==> src/rtl/wino_f23_mc_engine_pkg.sv <==
`default_nettype none
// +----------------------------------------------------------------------+
// | wino_f23_mc_engine_pkg : shared widths, tile types, saturation helper |
// | Revision: 1.0                                                         |
// +----------------------------------------------------------------------+
package wino_f23_mc_engine_pkg;

  localparam int DW_DEF = 10;
  localparam int GW_DEF = 10;
  localparam int OW_DEF = 10;

  typedef logic signed [DW_DEF-1:0] sample_t;
  typedef logic signed [GW_DEF-1:0] tap_t;
  typedef struct packed { sample_t d3, d2, d1, d0; } tile_t;
  typedef struct packed { tap_t g2, g1, g0; } taps_t;

  function automatic int chw_calc(input int ch);
    return (ch > 1) ? $clog2(ch) : 1;
  endfunction

  function automatic int aw_calc(input int dw, input int gw, input int ch);
    return dw + gw + 4 + $clog2(ch + 1);
  endfunction

  function automatic logic signed [63:0] sat_val(input logic signed [63:0] v, input int ow);
    logic signed [63:0] hi;
    logic signed [63:0] lo;
    hi = (64'sd1 <<< (ow - 1)) - 64'sd1;
    lo = -(64'sd1 <<< (ow - 1));
    if (v > hi) return hi;
    if (v < lo) return lo;
    return v;
  endfunction

  function automatic logic sat_ovf(input logic signed [63:0] v, input int ow);
    logic signed [63:0] hi;
    logic signed [63:0] lo;
    hi = (64'sd1 <<< (ow - 1)) - 64'sd1;
    lo = -(64'sd1 <<< (ow - 1));
    return (v > hi) || (v < lo);
  endfunction

endpackage

`default_nettype wire

==> src/rtl/wino_f23_mc_engine_if.sv <==
`default_nettype none
// +----------------------------------------------------------------------+
// | wino_f23_mc_engine_if : tile, output and filter-write handshakes      |
// | Revision: 1.0                                                         |
// +----------------------------------------------------------------------+
interface wino_f23_mc_engine_if
  import wino_f23_mc_engine_pkg::*;
#(
  parameter int DW = DW_DEF,
  parameter int GW = GW_DEF,
  parameter int OW = OW_DEF,
  parameter int CH = 1
) ();

  localparam int CHW = chw_calc(CH);

  logic              in_valid;
  logic              in_ready;
  logic [4*DW-1:0]   in_d;
  logic              out_valid;
  logic              out_ready;
  logic [2*OW-1:0]   out_z;
  logic              out_ovf;
  logic              w_we;
  logic              w_ready;
  logic [CHW-1:0]    w_ch;
  logic [3*GW-1:0]   w_g;

  modport master (
    output in_valid, in_d, out_ready, w_we, w_ch, w_g,
    input  in_ready, out_valid, out_z, out_ovf, w_ready
  );

  modport slave (
    input  in_valid, in_d, out_ready, w_we, w_ch, w_g,
    output in_ready, out_valid, out_z, out_ovf, w_ready
  );

endinterface

`default_nettype wire

==> src/rtl/wino_f23_mc_engine_wbank.sv <==
`default_nettype none
// +----------------------------------------------------------------------+
// | wino_f23_wbank : per-channel store of transformed filter taps u0..u3  |
// | Revision: 1.0                                                         |
// +----------------------------------------------------------------------+
module wino_f23_wbank
  import wino_f23_mc_engine_pkg::*;
#(
  parameter int CH  = 1,
  parameter int UW  = GW_DEF + 2,
  parameter int CHW = 1
) (
  input  logic              clk,
  input  logic              rst,
  input  logic              we,
  input  logic [CHW-1:0]    waddr,
  input  logic [4*UW-1:0]   wdata,
  input  logic [CHW-1:0]    raddr,
  output logic [4*UW-1:0]   rdata
);

  logic [4*UW-1:0] mem [CH];

  // Addresses at or beyond CH match no entry, so such writes fall away.
  always_ff @(posedge clk) begin
    for (int e = 0; e < CH; e++) begin
      if (!rst) begin
        mem[e] <= '0;
      end else if (we && (waddr == CHW'(e))) begin
        mem[e] <= wdata;
      end
    end
  end

  always_comb begin
    rdata = '0;
    for (int e = 0; e < CH; e++) begin
      if (raddr == CHW'(e)) rdata = mem[e];
    end
  end

endmodule

`default_nettype wire

==> src/rtl/wino_f23_mc_engine.sv <==
`default_nettype none
// +----------------------------------------------------------------------+
// | wino_f23_mc_engine : 3-stage Winograd F(2,3) core, multi-channel acc  |
// | Revision: 1.0                                                         |
// +----------------------------------------------------------------------+
module wino_f23_mc_engine
  import wino_f23_mc_engine_pkg::*;
#(
  parameter int DW    = DW_DEF,
  parameter int GW    = GW_DEF,
  parameter int OW    = OW_DEF,
  parameter int CH    = 1,
  parameter int SHIFT = 0
) (
  input logic                 clk,
  input logic                 rst,
  wino_f23_mc_engine_if.slave bus
);

  localparam int CHW = chw_calc(CH);
  localparam int TW  = DW + 1;
  localparam int UW  = GW + 2;
  localparam int MW  = DW + GW + 3;
  localparam int PW  = DW + GW + 4;
  localparam int SW  = PW + 1;
  localparam int AW  = aw_calc(DW, GW, CH);
  localparam logic [CHW-1:0] LAST_CH = CHW'(CH - 1);

  logic                  s1_v, s2_v, z_valid, z_ovf;
  logic [2*OW-1:0]       z_data;
  logic [CHW-1:0]        ch_cnt, s1_ch, s2_ch;
  logic signed [TW-1:0]  s1_t [4];
  logic signed [MW-1:0]  s2_m [4];
  logic signed [AW-1:0]  acc0, acc1;

  logic adv, idle, w_fire, in_fire;

  assign adv           = !z_valid || bus.out_ready;
  assign idle          = !s1_v && !s2_v && (ch_cnt == '0) && !z_valid;
  assign bus.w_ready   = rst && idle;
  assign w_fire        = bus.w_we && bus.w_ready;
  assign bus.in_ready  = rst && adv && !w_fire;
  assign in_fire       = bus.in_valid && bus.in_ready;
  assign bus.out_valid = z_valid;
  assign bus.out_z     = z_data;
  assign bus.out_ovf   = z_ovf;

  logic signed [GW-1:0] g0, g1, g2;
  logic [4*UW-1:0]      w_u;
  assign g0  = bus.w_g[0*GW +: GW];
  assign g1  = bus.w_g[1*GW +: GW];
  assign g2  = bus.w_g[2*GW +: GW];
  assign w_u = {UW'(g2) <<< 1,
                UW'(g0) - UW'(g1) + UW'(g2),
                UW'(g0) + UW'(g1) + UW'(g2),
                UW'(g0) <<< 1};

  logic [4*UW-1:0] rd_u;

  wino_f23_wbank #(.CH(CH), .UW(UW), .CHW(CHW)) u_wbank (
    .clk   (clk),
    .rst   (rst),
    .we    (w_fire),
    .waddr (bus.w_ch),
    .wdata (w_u),
    .raddr (s1_ch),
    .rdata (rd_u)
  );

  logic signed [DW-1:0] d [4];
  logic signed [TW-1:0] t [4];
  logic signed [UW-1:0] u [4];
  logic signed [MW-1:0] m [4];

  for (genvar k = 0; k < 4; k++) begin : g_lane
    assign d[k] = bus.in_d[k*DW +: DW];
    assign u[k] = rd_u[k*UW +: UW];
    assign m[k] = MW'(s1_t[k]) * MW'(u[k]);
  end

  assign t[0] = TW'(d[0]) - TW'(d[2]);
  assign t[1] = TW'(d[1]) + TW'(d[2]);
  assign t[2] = TW'(d[2]) - TW'(d[1]);
  assign t[3] = TW'(d[1]) - TW'(d[3]);

  // Both sums are always even, so the halving shift is exact.
  logic signed [SW-1:0] sum0, sum1;
  logic signed [PW-1:0] p0, p1;
  logic signed [AW-1:0] nxt0, nxt1, r0, r1;
  logic [OW-1:0]        zs0, zs1;
  logic                 ovf_n;

  assign sum0  = SW'(s2_m[0]) + SW'(s2_m[1]) + SW'(s2_m[2]);
  assign sum1  = SW'(s2_m[1]) - SW'(s2_m[2]) - SW'(s2_m[3]);
  assign p0    = PW'(sum0 >>> 1);
  assign p1    = PW'(sum1 >>> 1);
  assign nxt0  = (s2_ch == '0) ? AW'(p0) : acc0 + AW'(p0);
  assign nxt1  = (s2_ch == '0) ? AW'(p1) : acc1 + AW'(p1);
  assign r0    = nxt0 >>> SHIFT;
  assign r1    = nxt1 >>> SHIFT;
  assign zs0   = OW'(sat_val(64'(r0), OW));
  assign zs1   = OW'(sat_val(64'(r1), OW));
  assign ovf_n = sat_ovf(64'(r0), OW) || sat_ovf(64'(r1), OW);

  always_ff @(posedge clk) begin
    if (!rst) begin
      s1_v    <= 1'b0;
      s2_v    <= 1'b0;
      z_valid <= 1'b0;
      z_ovf   <= 1'b0;
      z_data  <= '0;
      ch_cnt  <= '0;
      s1_ch   <= '0;
      s2_ch   <= '0;
      s1_t    <= '{default: '0};
      s2_m    <= '{default: '0};
      acc0    <= '0;
      acc1    <= '0;
    end else if (adv) begin
      s1_v <= in_fire;
      if (in_fire) begin
        s1_t   <= t;
        s1_ch  <= ch_cnt;
        ch_cnt <= (ch_cnt == LAST_CH) ? '0 : ch_cnt + 1'b1;
      end
      s2_v    <= s1_v;
      s2_m    <= m;
      s2_ch   <= s1_ch;
      z_valid <= 1'b0;
      if (s2_v) begin
        acc0 <= nxt0;
        acc1 <= nxt1;
        if (s2_ch == LAST_CH) begin
          z_valid <= 1'b1;
          z_data  <= {zs1, zs0};
          z_ovf   <= ovf_n;
        end
      end
    end
  end

endmodule

`default_nettype wire

==> src/flat_wrapper.sv <==
// flat-port wrapper written by rule: the top's interface ports become plain ports
module wino_f23_mc_engine_flat import wino_f23_mc_engine_pkg::*;
#(
  parameter int DW    = DW_DEF,
  parameter int GW    = GW_DEF,
  parameter int OW    = OW_DEF,
  parameter int CH    = 1,
  parameter int SHIFT = 0
)
  (clk, rst, bus_in_valid, bus_in_d, bus_out_ready, bus_w_we, bus_w_ch, bus_w_g, bus_in_ready, bus_out_valid, bus_out_z, bus_out_ovf, bus_w_ready);
  wino_f23_mc_engine_if #(.DW(DW), .GW(GW), .OW(OW), .CH(CH)) bus_i ();
  input logic clk;
  input logic rst;
  input wire logic [$bits(bus_i.in_valid)-1:0] bus_in_valid;
  input wire logic [$bits(bus_i.in_d)-1:0] bus_in_d;
  input wire logic [$bits(bus_i.out_ready)-1:0] bus_out_ready;
  input wire logic [$bits(bus_i.w_we)-1:0] bus_w_we;
  input wire logic [$bits(bus_i.w_ch)-1:0] bus_w_ch;
  input wire logic [$bits(bus_i.w_g)-1:0] bus_w_g;
  output wire logic [$bits(bus_i.in_ready)-1:0] bus_in_ready;
  output wire logic [$bits(bus_i.out_valid)-1:0] bus_out_valid;
  output wire logic [$bits(bus_i.out_z)-1:0] bus_out_z;
  output wire logic [$bits(bus_i.out_ovf)-1:0] bus_out_ovf;
  output wire logic [$bits(bus_i.w_ready)-1:0] bus_w_ready;
  assign bus_i.in_valid = bus_in_valid;
  assign bus_i.in_d = bus_in_d;
  assign bus_i.out_ready = bus_out_ready;
  assign bus_i.w_we = bus_w_we;
  assign bus_i.w_ch = bus_w_ch;
  assign bus_i.w_g = bus_w_g;
  assign bus_in_ready = bus_i.in_ready;
  assign bus_out_valid = bus_i.out_valid;
  assign bus_out_z = bus_i.out_z;
  assign bus_out_ovf = bus_i.out_ovf;
  assign bus_w_ready = bus_i.w_ready;
  wino_f23_mc_engine #(.DW(DW), .GW(GW), .OW(OW), .CH(CH), .SHIFT(SHIFT)) u_core (.clk(clk), .rst(rst), .bus(bus_i));
endmodule
==> config.mk <==
export PLATFORM = sky130hd
export DESIGN_NAME = wino_f23_mc_engine_flat
export DESIGN_NICKNAME = d
export VERILOG_FILES = /design/src/rtl/wino_f23_mc_engine_pkg.sv /design/src/rtl/wino_f23_mc_engine_if.sv /design/src/rtl/wino_f23_mc_engine_wbank.sv /design/src/rtl/wino_f23_mc_engine.sv /design/src/flat_wrapper.sv
export SDC_FILE = /design/constraint.sdc
export NUM_CORES = 2
export LEC_CHECK = 0
export ABC_AREA = 1
export ABC_CLOCK_PERIOD_IN_PS = 6100
export CAP_MARGIN = 20
export CORE_MARGIN = 5
export CORE_UTILIZATION = 65
export CTS_CLUSTER_SIZE = 10
export DETAILED_ROUTE_END_ITERATION = 8
export PLACE_DENSITY = 0.89
export SYNTH_ARGS = -nofsm -noshare
export SYNTH_HDL_FRONTEND = slang
export SYNTH_SLANG_ARGS = --single-unit
export TNS_END_PERCENT = 50
==> constraint.sdc <==
create_clock -name clk -period 6.1 [get_ports clk]
set_input_delay 1.22 -clock clk [delete_from_list [all_inputs] [get_ports clk]]
set_output_delay 1.22 -clock clk [all_outputs]
set_load 0.1 [all_outputs]
==> flow_metrics.tcl <==
set metrics [dict create \
    critical_path_class "register to register" \
    route.vias.total 29000 \
    route.antenna.remaining_nets 0 \
    worst_slew_pin_slew_ns 1.06 \
    grt_antenna_before_repair 2 \
    swShare_pct 54.9 \
    fin_crit_sh_pct 92.0 \
    dominantRegCellSynth "sky130_fd_sc_hd__dfxtp_1" \
    clock_tree_from_tritoncts "yes" \
    floorplan.io_pins 100 \
    hold_viol 0 \
    power_frac_seq_pct 18.5 \
    dr.first_iter.drc_count 2735 \
    outcome "completed" \
    synth.yosys.seq_area_share_pct 12.8 \
    cts_sink_cnt 199 \
    start_util_pct 65.5 \
    yosys-top-cells-count "1264 x sky130_fd_sc_hd__inv_1, 978 x sky130_fd_sc_hd__nand2_1, 548 x sky130_fd_sc_hd__fa_1" \
    num_rows 84 \
    floorplan.die.width_um 240 \
    setup_repair_after_global_routing_missed_its_margin "no" \
    die_area_mm2 0.0575 \
    worst_path_max_delay_cell "sky130_fd_sc_hd__fa_1" \
    grt_first_pass_wirelength_mm 150 \
    synth_top_area_share_pct 31.9 \
    clkPwrFrac_pct 10.6 \
    fin_tns_setup_ns 0 \
    wire_length_per_cell_um 17.4 \
    slew_viol_final 0 \
    path_clk_slew_ns 0.08 \
    grt_pass1_vias 29800 \
    crit_arrival_ns 5.98 \
    worst_vdd_ir_mv 0.263 \
    async_flop_share_pct 0 \
    yosysMostFrequentCell "sky130_fd_sc_hd__inv_1" \
    critical_path_peak_fanout 11 \
    timing.critical_path.cells "nand2_1, inv_1, fa_1, fa_1, inv_1, fa_1, inv_1, fa_1, inv_1, fa_1, inv_1, ha_1, inv_1, nor3_1, nand2_1, o311ai_0, xnor2_1, a21oi_1" \
    cellInternalPower_mw 4.93 \
    area_delta_synth_final_pct 5.81 \
    layout-drive-gt1-share_pct 2.08 \
    synth_warnings 0 \
    synth_edf_count 43 \
    fp.dieH_um 240 \
    cts_made_buffers 17 \
    fp.coreArea_mm2 0.0524 \
    timing.critical_path.from_type "register" \
    num_antenna_cells 0 \
    htreeDepth 4 \
    sequential_cell_area_mm2 0.00442 \
    worst_hold_slack_ns 0.472 \
    dr_pass1_iterations 6 \
    power_per_cell_area_mw_per_mm2 301 \
    clk_root_buffer_cell "sky130_fd_sc_hd__clkbuf_16" \
    layout.nets 5471 \
    mappedNetlistNets 5479 \
    buffer_ports.inserted 99 \
    gpl_wtd_cong 1.01 \
    clock_path_buffers 2 \
    min_period_ns 5.61 \
    cp.required_ns 6.47 \
    timing.critical_path.mode_cell "sky130_fd_sc_hd__inv_1" \
    static-leakage-power_nw 21.2 \
    insertion_delay_ns 0.51 \
    post_synth.cell_area_avg_um2 7.54 \
    grt_max_degree 110 \
    switching_power_mw 6.01 \
    route.final.wire_length_mm 91.1 \
    comb_power_share_pct 70.9 \
    overall_power_mw 10.9 \
    worstHoldPathType "register to register" \
    n_fill_cell 3979 \
    setup_viol 0 \
    netlist_top_cells_area "sky130_fd_sc_hd__fa_1 32%, sky130_fd_sc_hd__inv_1 14%, sky130_fd_sc_hd__ha_1 11%, sky130_fd_sc_hd__nand2_1 11%, sky130_fd_sc_hd__dfxtp_1 9.1%" \
    ys_ff_latch 199 \
    yosysTopAreaCell "sky130_fd_sc_hd__fa_1" \
    ys_types 48 \
    viasPerCell 5.53 \
    netlist_instances 4556 \
    post-dp-hpwl_mm 76.2 \
    drv.max_cap_violation_count 0 \
    multi_input_area_mm2 0.0247 \
    max_stage_delay_ns 0.75 \
    post_synthesis_instance_area_mm2 0.0344 \
    critPathCaptureType "register" \
    drc_errors 0 \
    slew_headroom_pct 29.5 \
    timing.fmax_mhz 178 \
    clock-skew-final_ns 0.0158 \
    post_cts_buffers 0 \
    globalRouteTotalUtil_pct 32.6 \
    grt_remaining_overflow 0 \
]
[layout by cell type, fill, tap and decap left out, types with 20 or more instances in the layout]
cell type / count
sky130_fd_sc_hd__o21ai_0: 200
sky130_fd_sc_hd__inv_1: 1262
sky130_fd_sc_hd__xor2_1: 81
sky130_fd_sc_hd__xnor2_1: 46
sky130_fd_sc_hd__fa_1: 548
sky130_fd_sc_hd__ha_1: 299
sky130_fd_sc_hd__a21oi_1: 228
sky130_fd_sc_hd__o21bai_1: 36
sky130_fd_sc_hd__dfxtp_1: 155
sky130_fd_sc_hd__nand4_1: 24
sky130_fd_sc_hd__nor2_1: 241
sky130_fd_sc_hd__o211ai_1: 21
sky130_fd_sc_hd__nand2_1: 977
sky130_fd_sc_hd__edfxtp_1: 43
sky130_fd_sc_hd__nand3_1: 96
sky130_fd_sc_hd__nor3_1: 20
sky130_fd_sc_hd__clkdlybuf4s50_1: 96
[worst max-delay path: cells and delay by family (launching register included)]
family	cells	cell delay, ns
XOR/XNOR	1	0.17
AND/OR/NAND/NOR	3	0.64
buffers and inverters	6	0.46
adder cells (fa/ha/maj)	6	3.24
flip-flops	1	0.53
AO/OA/AOI/OAI	2	0.44
[final cells by class]
cell class | count | area share, %
Multi-Input combinational cell | 2947 | 67.8
Clock inverter | 7 | 0.193
Sequential cell | 199 | 12.1
Clock buffer | 25 | 1.37
Timing Repair Buffer | 113 | 2.99
Tap cell | 688 | 2.37
Inverter | 1270 | 13.1
[power groups by stage]
stage	combinational [mW]	sequential, mW	clock (mW)
4_1_cts	7.66	2.00	1.16
2_1_floorplan	5.87	1.79	0
3_3_place_gp	7.30	2.01	0
6_report	7.76	2.03	1.15
3_5_place_dp	7.58	2.02	0
5_1_grt	8.83	2.02	1.21
[metrics by stage]
step / cell area [um^2] / std cells / utilization, % / setup WS, ns
2_1_floorplan: 34400 / 4556 / - / 0.831
3_3_place_gp: 35800 / 5217 / 68.2 / 0.546
3_5_place_dp: 35800 / 5217 / 68.2 / 0.426
4_1_cts: 36300 / 5249 / 69.3 / 0.407
5_1_grt: 36300 / 5249 / 69.3 / 0.0491
6_report: 36300 / 5249 / 69.3 / 0.486
[sequential cells by signal, summed over array words and instances (netlist names)]
register	cells
u_core.bus.out_ovf	1
u_core.bus.out_valid	1
u_core.bus.out_z	20
u_core.s1_t	43
u_core.s1_v	1
u_core.s2_m	89
u_core.s2_v	1
u_core.u_wbank.mem	43
[repair_timing]
| item | CTS | global route |
|---|---|---|
| gates resized for setup | 0 | 1 |
| setup endpoints to repair | 0 | 1 |
| hold endpoints to repair | 0 | 0 |
| hold buffers | 0 | 0 |
[cells by family (layout without fill, tap and decap cells)]
| family | Yosys count | in the layout | synth area share, % |
|---|---|---|---|
| and+or+nand+nor | 1411 | 1411 | 16.6 |
| buffers and inverters | 1410 | 1415 | 15.4 |
| adders and majority gates | 847 | 847 | 42.8 |
| AOI/OAI and AO/OA | 562 | 562 | 9.11 |
| DFF | 199 | 199 | 12.8 |
| xor gates and xnor gates | 127 | 127 | 3.24 |
[per-layer routing]
layer / GRT usage (%) / vias up / wire [um]
met3: 8.35 / 315 / 9490
met2: 51.8 / 1418 / 41100
met1: 42.0 / 13800 / 35300
met4: 15.7 / 0 / 5200
met5: 0 / - / 0
li1: - / 13500 / -
[final timing paths]
| path | start | endpoint | slack [ns] | cells past startpoint |
|---|---|---|---|---|
| worst max-delay path | u_core.u_wbank.mem[0][10]$_SDFFCE_PN0P_ | u_core.s2_m[91]$_SDFFE_PN0N_ | 0.49 | 18 |
| worst min-delay path | u_core.bus.out_z[10]$_SDFFE_PN0P_ | u_core.bus.out_z[10]$_SDFFE_PN0P_ | 0.47 | 2 |
| worst max register to register | u_core.u_wbank.mem[0][10]$_SDFFCE_PN0P_ | u_core.s2_m[91]$_SDFFE_PN0N_ | 0.49 | 18 |
| worst min register to register | u_core.bus.out_z[10]$_SDFFE_PN0P_ | u_core.bus.out_z[10]$_SDFFE_PN0P_ | 0.47 | 2 |
Power figures use the tool's default switching activity.
